==> src/rtl/fetch_stage_pkg.sv <==
// Shared definitions for the fetch stage: datapath width, halt word and FSM encoding.
package fetch_stage_pkg;

    localparam int unsigned WORD_WIDTH = 32;

    localparam logic [WORD_WIDTH-1:0] NOP_WORD = '0;

    typedef enum logic {
        ST_RUN  = 1'b0,
        ST_HALT = 1'b1
    } fetch_state_e;

endpackage

==> src/rtl/fetch_stage_if_id_reg.sv <==
// IF/ID pipeline register: flush beats load, otherwise holds; sync active-low reset.
module if_id_reg #(
    parameter int unsigned W = 32
) (
    input  logic         clk,
    input  logic         rst_n,
    input  logic         i_load,
    input  logic         i_flush,
    input  logic [W-1:0] i_pc,
    input  logic [W-1:0] i_instr,
    output logic         o_valid,
    output logic [W-1:0] o_pc,
    output logic [W-1:0] o_instr
);

    logic         r_valid;
    logic [W-1:0] r_pc;
    logic [W-1:0] r_instr;

    always_ff @(posedge clk) begin
        if (!rst_n || i_flush) begin
            r_valid <= 1'b0;
            r_pc    <= '0;
            r_instr <= '0;
        end else if (i_load) begin
            r_valid <= 1'b1;
            r_pc    <= i_pc;
            r_instr <= i_instr;
        end
    end

    assign o_valid = r_valid;
    assign o_pc    = r_pc;
    assign o_instr = r_instr;

endmodule

==> src/rtl/fetch_stage.sv <==
// Instruction fetch: PC, RUN/HALT control, fetched-instruction counter and IF/ID register.
module fetch_stage
    import fetch_stage_pkg::*;
#(
    parameter int unsigned                WORD_WIDTH   = fetch_stage_pkg::WORD_WIDTH,
    parameter logic [WORD_WIDTH-1:0]      RESET_PC     = '0,
    parameter bit                         HALT_ON_ZERO = 1'b1
) (
    input  logic                  clk,
    input  logic                  rst_n,
    output logic [WORD_WIDTH-1:0] imem_addr,
    input  logic [WORD_WIDTH-1:0] imem_instr,
    input  logic                  freeze,
    input  logic                  branch_taken,
    input  logic [WORD_WIDTH-1:0] branch_addr,
    output logic                  id_valid,
    output logic [WORD_WIDTH-1:0] id_pc,
    output logic [WORD_WIDTH-1:0] id_instr,
    output logic                  halted,
    output logic [WORD_WIDTH-1:0] fetch_count
);

    fetch_state_e            r_state;
    logic [WORD_WIDTH-1:0]   r_pc;
    logic [WORD_WIDTH-1:0]   r_cnt;

    fetch_state_e            w_state_nxt;
    logic [WORD_WIDTH-1:0]   w_pc_nxt;
    logic [WORD_WIDTH-1:0]   w_cnt_nxt;
    logic [WORD_WIDTH-1:0]   w_pc_inc;
    logic                    w_load;
    logic                    w_flush;
    logic                    w_zero_word;
    logic [1:0]              w_unused_bits;

    assign w_pc_inc      = r_pc + WORD_WIDTH'(4);
    assign w_zero_word   = HALT_ON_ZERO && (imem_instr == WORD_WIDTH'(NOP_WORD));
    assign w_unused_bits = branch_addr[1:0];

    always_ff @(posedge clk) begin
        if (!rst_n) begin
            r_state <= ST_RUN;
            r_pc    <= RESET_PC;
            r_cnt   <= '0;
        end else begin
            r_state <= w_state_nxt;
            r_pc    <= w_pc_nxt;
            r_cnt   <= w_cnt_nxt;
        end
    end

    // Priority: branch redirect, then freeze, then per-state fetch behaviour.
    always_comb begin
        w_state_nxt = r_state;
        w_pc_nxt    = r_pc;
        w_cnt_nxt   = r_cnt;
        w_load      = 1'b0;
        w_flush     = 1'b0;
        if (branch_taken) begin
            w_pc_nxt    = {branch_addr[WORD_WIDTH-1:2], 2'b00};
            w_flush     = 1'b1;
            w_state_nxt = ST_RUN;
        end else if (!freeze) begin
            case (r_state)
                ST_RUN: begin
                    if (w_zero_word) begin
                        w_flush     = 1'b1;
                        w_state_nxt = ST_HALT;
                    end else begin
                        w_load   = 1'b1;
                        w_pc_nxt = w_pc_inc;
                        if (r_cnt != '1) begin
                            w_cnt_nxt = r_cnt + WORD_WIDTH'(1);
                        end
                    end
                end
                ST_HALT: begin
                    w_flush = 1'b1;
                end
                default: begin
                    w_state_nxt = ST_RUN;
                end
            endcase
        end
    end

    if_id_reg #(
        .W (WORD_WIDTH)
    ) u_if_id_reg (
        .clk     (clk),
        .rst_n   (rst_n),
        .i_load  (w_load),
        .i_flush (w_flush),
        .i_pc    (w_pc_inc),
        .i_instr (imem_instr),
        .o_valid (id_valid),
        .o_pc    (id_pc),
        .o_instr (id_instr)
    );

    assign imem_addr   = {2'b00, r_pc[WORD_WIDTH-1:2]};
    assign halted      = (r_state == ST_HALT);
    assign fetch_count = r_cnt;

endmodule

==> config.mk <==
export PLATFORM = sky130hd
export DESIGN_NAME = fetch_stage
export DESIGN_NICKNAME = d
export VERILOG_FILES = /design/src/rtl/fetch_stage_pkg.sv /design/src/rtl/fetch_stage_if_id_reg.sv /design/src/rtl/fetch_stage.sv
export SDC_FILE = /design/constraint.sdc
export NUM_CORES = 1
export LEC_CHECK = 0
export CELL_PAD_IN_SITES_DETAIL_PLACEMENT = 1
export CELL_PAD_IN_SITES_GLOBAL_PLACEMENT = 2
export CORE_MARGIN = 2
export CORE_UTILIZATION = 25
export CTS_BUF_LIST = sky130_fd_sc_hd__clkbuf_8 sky130_fd_sc_hd__clkbuf_16
export CTS_CLUSTER_SIZE = 20
export DETAILED_ROUTE_END_ITERATION = 8
export PLACE_DENSITY = 0.8
export RECOVER_POWER = 25
export SLEW_MARGIN = 20
export SYNTH_ARGS = -nofsm -noshare
export SYNTH_HDL_FRONTEND = slang
export SYNTH_HIERARCHICAL = 1
export SYNTH_SLANG_ARGS = --single-unit
==> constraint.sdc <==
create_clock -name clk -period 1.9 [get_ports clk]
set_clock_uncertainty 0.15 [all_clocks]
set_input_delay 0.19 -clock clk [delete_from_list [all_inputs] [get_ports clk]]
set_output_delay 0.19 -clock clk [all_outputs]
set_load 0.05 [all_outputs]
==> flow_summary.yaml, run 1 <==
drt:
  wirelength_um: 25700
  wl_per_cell_um: 18.4
  drtAntennaViolNets: 0
  first_pass_iters: 4
  dr_total_vias: 6910
  first_iter_violations: 298
  vias_per_cell: 4.94
  drc: 0
clock_tree:
  cts.sinks: 128
  cts.path.max_buffers: 2
  cts_tree: "done"
  path_clk_slew_ns: 0.07
  clock_latency_ns: 0.42
  cts-root-buf: "clkbuf_16"
  cts_buffers: 17
  h-tree-depth: 4
hold_path:
  hold_class: "in2reg"
  min_to: "u_if_id_reg/o_instr[17]"
  hold_depth: 4
  min_from: "imem_instr[17]"
finish:
  fin_nets: 1125
  seq_area_um2: 2720
  synthToLayoutAreaGrowth_pct: 72.6
  drive_gt1_frac: 0.373
  multi_input_area_um2: 3990
  nFillCells: 2925
  fin_util: 0.435
worst_setup_path:
  crit_fanout: 7
  crit_top_cell: "buf_4"
  r2r-start: "fetch_count[5]"
  critical_path.startpoint_type: "flip-flop"
  worstPathCellList: "and4_4 > buf_4 > nand4_1 > nor3_4 > buf_4 > buf_8 > or4_4 > a21oi_2"
  reg2reg_depth: 8
  crit_buf_inv: 3
  rrSetupSlack_ns: -0.18
  cp_top_family: "simple AND/OR/NAND/NOR gates"
  reg2reg_to: "fetch_count[10]"
  crit_arrival_ns: 2.28
  end_kind: "flip-flop"
  cpMaxStageDelayCell: "or4_4"
  critPathMaxStageDelay_ns: 0.48
  crit_type: "reg2reg"
  worstPathRequired_ns: 2.11
synth:
  synth_top_area_share: 0.407
  ys_ff_latch: 128
  postSynthAreaPerCell_um2: 8.92
  synth_edf_count: 0
  synth_top_cell_by_area: "dfxtp_1"
  synth_most_common_cell: "dfxtp_1"
  syn-instance-count: 706
  ys_seq_area_frac: 0.407
  synthArstFlopShare: 0
  netlist_area_um2: 6290
  synth_cell_type_count: 56
  synth-main-ff-cell: "dfxtp_1"
  synth_warnings: 6
  synthTopCellsByCount: "dfxtp_1, nor2_1, mux2i_1"
  yosys-top-cells-area: "dfxtp_1, mux2i_1, nor2_1"
global_route:
  grt.total_usage: 0.188
  grt_pass1_vias: 6975
  grt_first_pass_wirelength_um: 39000
  antenna_found_initial: 1
  grt_max_degree: 56
  grt.overflow.total: 0
pwr:
  leakage_nw: 4.39
  power_density_nw_per_um2: 659
  seqPwrFrac: 0.391
  p_comb_frac: 0.165
  p_int_mw: 4.97
  pwr-share-clk: 0.444
  p_sw_mw: 2.20
  ir_drop_mv: 0.415
  switching_share: 0.307
  post-layout-total-power_mw: 7.16
sta:
  min_period_over_period: 1.09
  min_period_ns: 2.08
  setup_viol: 35
  hold_violations: 0
  rsz0062_at_grt: "true"
  max_freq_mhz: 481
  fin_tns_setup_ns: -2.93
  max_slew.worst_pin.slew_ns: 0.702
  max_slew_margin: 0.534
  fin_ws_ns: -0.178
  report.final.slew_viol_count: 0
  holdWs_ns: 0.0225
floorplan:
  core_um2: 25000
  die_width_um: 163
  row_count: 58
  io_pins: 198
  chipHeight_um: 163
  dieArea_um2: 26500
  start_util: 0.252
outcome:
  status: "finished, violations left"
  failed_checks: "negative setup slack"
placed_design:
  place_congestion: 0.778
  io_buffers: 193
  dp_hpwl_um: 17700
flow_run:
  maxCapViolations: 0
-- registers in the layout, indices dropped and copies added (netlist names) --
signal,count
fetch_count,32
u_if_id_reg/o_instr,32
u_if_id_reg/o_pc,32
r_pc,30
halted,1
u_if_id_reg/o_valid,1
-- kinds of logic after synthesis --
family,after synthesis,synth area share
compound gates,144,0.141
xor+xnor,33,0.0459
fa+ha+maj,2,0.00397
buf+inv,56,0.0537
flops,128,0.407
mux,73,0.116
other cells,1,0.000596
simple gates,269,0.232
-- how the worst max path moves through the flow --
| stage | start | end | depth (start not counted) |
|---|---|---|---|
| finish | fetch_count[5] | fetch_count[10] | 8 |
| global route | fetch_count[5] | fetch_count[25] | 8 |
| CTS | fetch_count[3] | fetch_count[27] | 5 |
| detailed placement | imem_instr[1] | u_if_id_reg/o_instr[25] | 10 |
| global placement | imem_instr[1] | u_if_id_reg/o_instr[25] | 10 |
| floorplan | fetch_count[2] | fetch_count[27] | 6 |
-- worst reg2reg max path: cells and delay by family (launching register included) --
kind,cells,cell delay [ns]
buffers and inverters,3,0.43
DFF,1,0.34
AOI/OAI and AO/OA,1,0.12
and+or+nand+nor,4,0.98
-- power groups by stage --
stage | Clock [mW] | Sequential [mW] | Combinational [mW]
4_1_cts | 3.27 | 2.80 | 1.17
6_report | 3.18 | 2.80 | 1.18
3_3_place_gp | 0 | 2.86 | 1.14
2_1_floorplan | 0 | 3.13 | 0.361
3_5_place_dp | 0 | 2.86 | 1.15
5_1_grt | 3.37 | 2.81 | 1.25
-- what timing repair did --
item / 4_1_cts / 5_1_grt
gates cloned: 7 / 1
hold buffers: 0 / 6
endpoints found under the hold margin: 0 / 6
gates resized for setup: 119 / 83
endpoints found under the setup margin: 155 / 113
setup buffers: 10 / 15
pin swaps: 29 / 50
-- through the flow --
stage	cell area, um2	worst slack, ns	std cells
after global placement	9670	-0.566	1328
after global routing	10900	-0.233	1399
final	10900	-0.178	1399
after CTS	10500	-0.127	1377
after floorplan	6690	-0.247	709
after detailed placement	9670	-0.568	1328
-- routing by layer --
metal  up-vias  track usage  share of wire  routed length, um
met5         -            0              0                  0
met3        31       0.0507          0.063               1610
met2       181        0.312           0.47              12200
met1      3390        0.238           0.44              11300
li1       3308            -              -                  -
met4         0       0.0567          0.022                557
-- final cells by class --
class                   count  share of cell area
multi-input cells         526               0.368
clock buffers              18              0.0404
flip-flops and latches    128               0.251
repair buffers            372               0.288
well taps                 330              0.0380
clock inverters            14              0.0109
diodes                      1            0.000230
inverters                  10             0.00415
-- cells in the final DEF (no fill, tap or decap), types with 7 or more instances in the layout --
| master | instances |
|---|---|
| mux2i_1 | 72 |
| dfxtp_1 | 69 |
| a21oi_1 | 24 |
| nand2_1 | 33 |
| or4_1 | 9 |
| buf_12 | 13 |
| dfxtp_4 | 35 |
| a21oi_2 | 8 |
| a31oi_1 | 18 |
| nand4_1 | 21 |
| dfxtp_2 | 24 |
| clkbuf_1 | 49 |
| buf_6 | 16 |
| buf_4 | 169 |
| nand3_1 | 13 |
| nor4_4 | 10 |
| or4_4 | 15 |
| inv_1 | 9 |
| xnor2_1 | 21 |
| or3_1 | 14 |
| clkbuf_16 | 17 |
| dlymetal6s2s_1 | 7 |
| nand2b_1 | 9 |
| o31ai_1 | 23 |
| xor2_1 | 10 |
| nand3_2 | 8 |
| dlygate4sd2_1 | 69 |
| clkdlybuf4s50_1 | 32 |
| nor2_4 | 7 |
| o21ai_0 | 44 |
| nor2_1 | 76 |
Power figures use the tool's default switching activity.
==> run 2, diff against run 1 <==
--- a/config.mk
+++ b/config.mk
@@ -5,16 +5,17 @@
 export SDC_FILE = /design/constraint.sdc
 export NUM_CORES = 1
 export LEC_CHECK = 0
+export ABC_AREA = 1
 export CELL_PAD_IN_SITES_DETAIL_PLACEMENT = 1
 export CELL_PAD_IN_SITES_GLOBAL_PLACEMENT = 2
 export CORE_MARGIN = 2
-export CORE_UTILIZATION = 25
+export CORE_UTILIZATION = 22
 export CTS_BUF_LIST = sky130_fd_sc_hd__clkbuf_8 sky130_fd_sc_hd__clkbuf_16
 export CTS_CLUSTER_SIZE = 20
 export DETAILED_ROUTE_END_ITERATION = 8
-export PLACE_DENSITY = 0.8
+export PLACE_DENSITY = 0.77
 export RECOVER_POWER = 25
-export SLEW_MARGIN = 20
+export SLEW_MARGIN = 0
 export SYNTH_ARGS = -nofsm -noshare
 export SYNTH_HDL_FRONTEND = slang
 export SYNTH_HIERARCHICAL = 1
==> run 2 against run 1 <==
Against the previous run: the run now ends clean; clock-buffer cell count grew 1; area after synthesis up 10%; combinational power decreased by 5%; final cell count increased by 28%; via count up 16%; die area grew 25%; synthesized cell count grew 55%; critical path type unchanged; largest cell class unchanged; highest routed layer is now met5.
==> flow_summary.yaml, run 2 <==
outcome:
  status: "complete, no violations"
synth:
  synth_warnings: 6
  synthArstFlopShare: 0
  synth_top_cell_by_area: "dfxtp_1"
  synth_edf_count: 0
  ys_ff_latch: 128
  synth_top_area_share: 0.369
  postSynthAreaPerCell_um2: 6.35
  synth-main-ff-cell: "dfxtp_1"
  yosys-top-cells-area: "dfxtp_1, nand2_1, a21oi_1"
  synthTopCellsByCount: "nand2_1, dfxtp_1, a21oi_1, nor2_1, nand3_1"
  syn-instance-count: 1092
  ys_seq_area_frac: 0.369
  synth_cell_type_count: 30
  netlist_area_um2: 6940
  synth_most_common_cell: "nand2_1"
global_route:
  antenna_found_initial: 1
  grt.overflow.total: 0
  grt_max_degree: 44
  grt_first_pass_wirelength_um: 43900
  grt_pass1_vias: 8040
  grt.total_usage: 0.169
pwr:
  post-layout-total-power_mw: 7.19
  switching_share: 0.292
  ir_drop_mv: 0.595
  p_comb_frac: 0.156
  p_int_mw: 5.09
  power_density_nw_per_um2: 673
  pwr-share-clk: 0.455
  leakage_nw: 4.48
  seqPwrFrac: 0.390
  p_sw_mw: 2.10
drt:
  drt-met1-wl_um: 13000
  wirelength_um: 28800
  drc: 0
  first_iter_violations: 227
  dr_wl_met3_um: 1140
  vias_per_cell: 4.46
  dr_total_vias: 7984
  top_layer: "met5"
  dr_wl_met2_um: 14300
  drtAntennaViolNets: 0
  first_pass_iters: 4
  wl_per_cell_um: 16.1
sta:
  min_period_over_period: 0.965
  hold_violations: 0
  report.final.slew_viol_count: 0
  min_period_ns: 1.83
  max_slew_margin: 0.526
  max_freq_mhz: 545
  setup_viol: 0
  rsz0062_at_grt: "true"
  max_slew.worst_pin.slew_ns: 0.714
floorplan:
  dieArea_um2: 33000
  io_pins: 198
  core_um2: 31300
  chipHeight_um: 182
  die_width_um: 182
  row_count: 65
  start_util: 0.222
finish:
  final_cells: 1789
  post-route-cell-area_um2: 10700
  drive_gt1_frac: 0.216
  fin_nets: 1445
  synthToLayoutAreaGrowth_pct: 54.1
  multi_input_area_um2: 4150
  seq_area_um2: 2620
  nFillCells: 3958
  num_antenna_cells: 0
  layout_common_cells: "nand2_1, buf_4, a21oi_1"
  layout_commonest_cell: "nand2_1"
worst_setup_path:
  crit_arrival_ns: 2.04
  end_kind: "flip-flop"
  crit_fanout: 6
  worstPathRequired_ns: 2.11
  crit_type: "reg2reg"
  critical_path.startpoint_type: "flip-flop"
clock_tree:
  cts_buffers: 17
  cts.path.max_buffers: 2
  clock_latency_ns: 0.44
  cts.sinks: 128
  h-tree-depth: 4
  path_clk_slew_ns: 0.06
  cts_tree: "done"
  cts-root-buf: "clkbuf_16"
placed_design:
  dp_hpwl_um: 21300
  place_inst: 1746
  io_buffers: 193
  place_area_um2: 9950
  place_congestion: 0.824
hold_path:
  hold_class: "in2reg"
flow_run:
  maxCapViolations: 0
-- run 2: changes by cell type after synthesis, moves of 37 or more --
cell | previous run | this run
nand2_1 | 34 | 449
a21oi_1 | 32 | 111
mux2i_1 | 73 | 0
nand3_1 | 26 | 92
o21ai_0 | 47 | 2
inv_1 | 9 | 46
-- run 2: timing repair --
action	4_1_cts	5_1_grt
buffers inserted	0	5
hold buffers	0	2
cloned	0	5
setup endpoints to repair	58	110
resized for setup	53	67
endpoints found under the hold margin	0	2
pin swaps	0	29
-- run 2: worst max-delay path: stages (launching register included) --
cell,delay [ns]
dfxtp_4,0.36
ha_4,0.14
nand2_4,0.06
nor2_4,0.12
nand2_4,0.09
nor2_4,0.15
nand4_4,0.11
nand3_4,0.19
clkbuf_16,0.21
nand2_2,0.05
a21oi_1,0.11
-- run 2: final cells by class --
cell class | count | share of cell area
clock buffers | 19 | 0.0434
clock inverters | 12 | 0.0102
inverters | 49 | 0.0177
multi-input cells | 866 | 0.388
flip-flops and latches | 128 | 0.245
well taps | 402 | 0.0471
repair buffers | 313 | 0.248
-- run 2: power groups by stage --
stage	sequential, mW	combinational (mW)	clock (mW)
after global placement	2.86	1.09	0
after floorplan	3.08	0.355	0
after detailed placement	2.86	1.10	0
after CTS	2.80	1.09	3.36
after global routing	2.81	1.21	3.48
final	2.80	1.12	3.27
-- run 2: through the flow --
stage / util / setup WS, ns / TNS, ns / hold slack (ns)
3_5_place_dp: 0.318 / -0.431 / -44.08 / 0.306
6_report: 0.341 / 0.0664 / 0 / 0.201
4_1_cts: 0.334 / 0.00322 / 0 / 0.180
5_1_grt: 0.341 / -0.0457 / -0.708 / 0.209
3_3_place_gp: 0.318 / -0.389 / -39.25 / 0.297
2_1_floorplan: - / 0.00296 / 0 / 0.138
-- run 2: kinds of logic (layout without fill, tap and decap cells) --
family	count (synthesis)	in the layout	share of synthesized area
DFF	128	128	0.369
adders and majority gates	2	2	0.00361
AOI/OAI and AO/OA	123	123	0.0942
other	1	4	0.000541
and+or+nand+nor	710	710	0.430
buffers and inverters	101	393	0.0678
xor gates and xnor gates	27	27	0.0341
-- run 2: path summary, 6_finish.rpt --
check | start | end | slack [ns] | cells after the start
min reg2reg | u_if_id_reg/o_instr[25] | u_if_id_reg/o_instr[25] | 0.31 | 2
max | fetch_count[1] | fetch_count[0] | 0.07 | 10
max reg2reg | fetch_count[1] | fetch_count[0] | 0.07 | 10
min | imem_instr[14] | u_if_id_reg/o_instr[14] | 0.20 | 3
-- run 2: routing by layer --
metal / GRT usage / vias to the layer above
met5: 0 / -
met4: 0.0416 / 2
met3: 0.0351 / 22
met2: 0.294 / 150
met1: 0.214 / 3791
li1: - / 4019
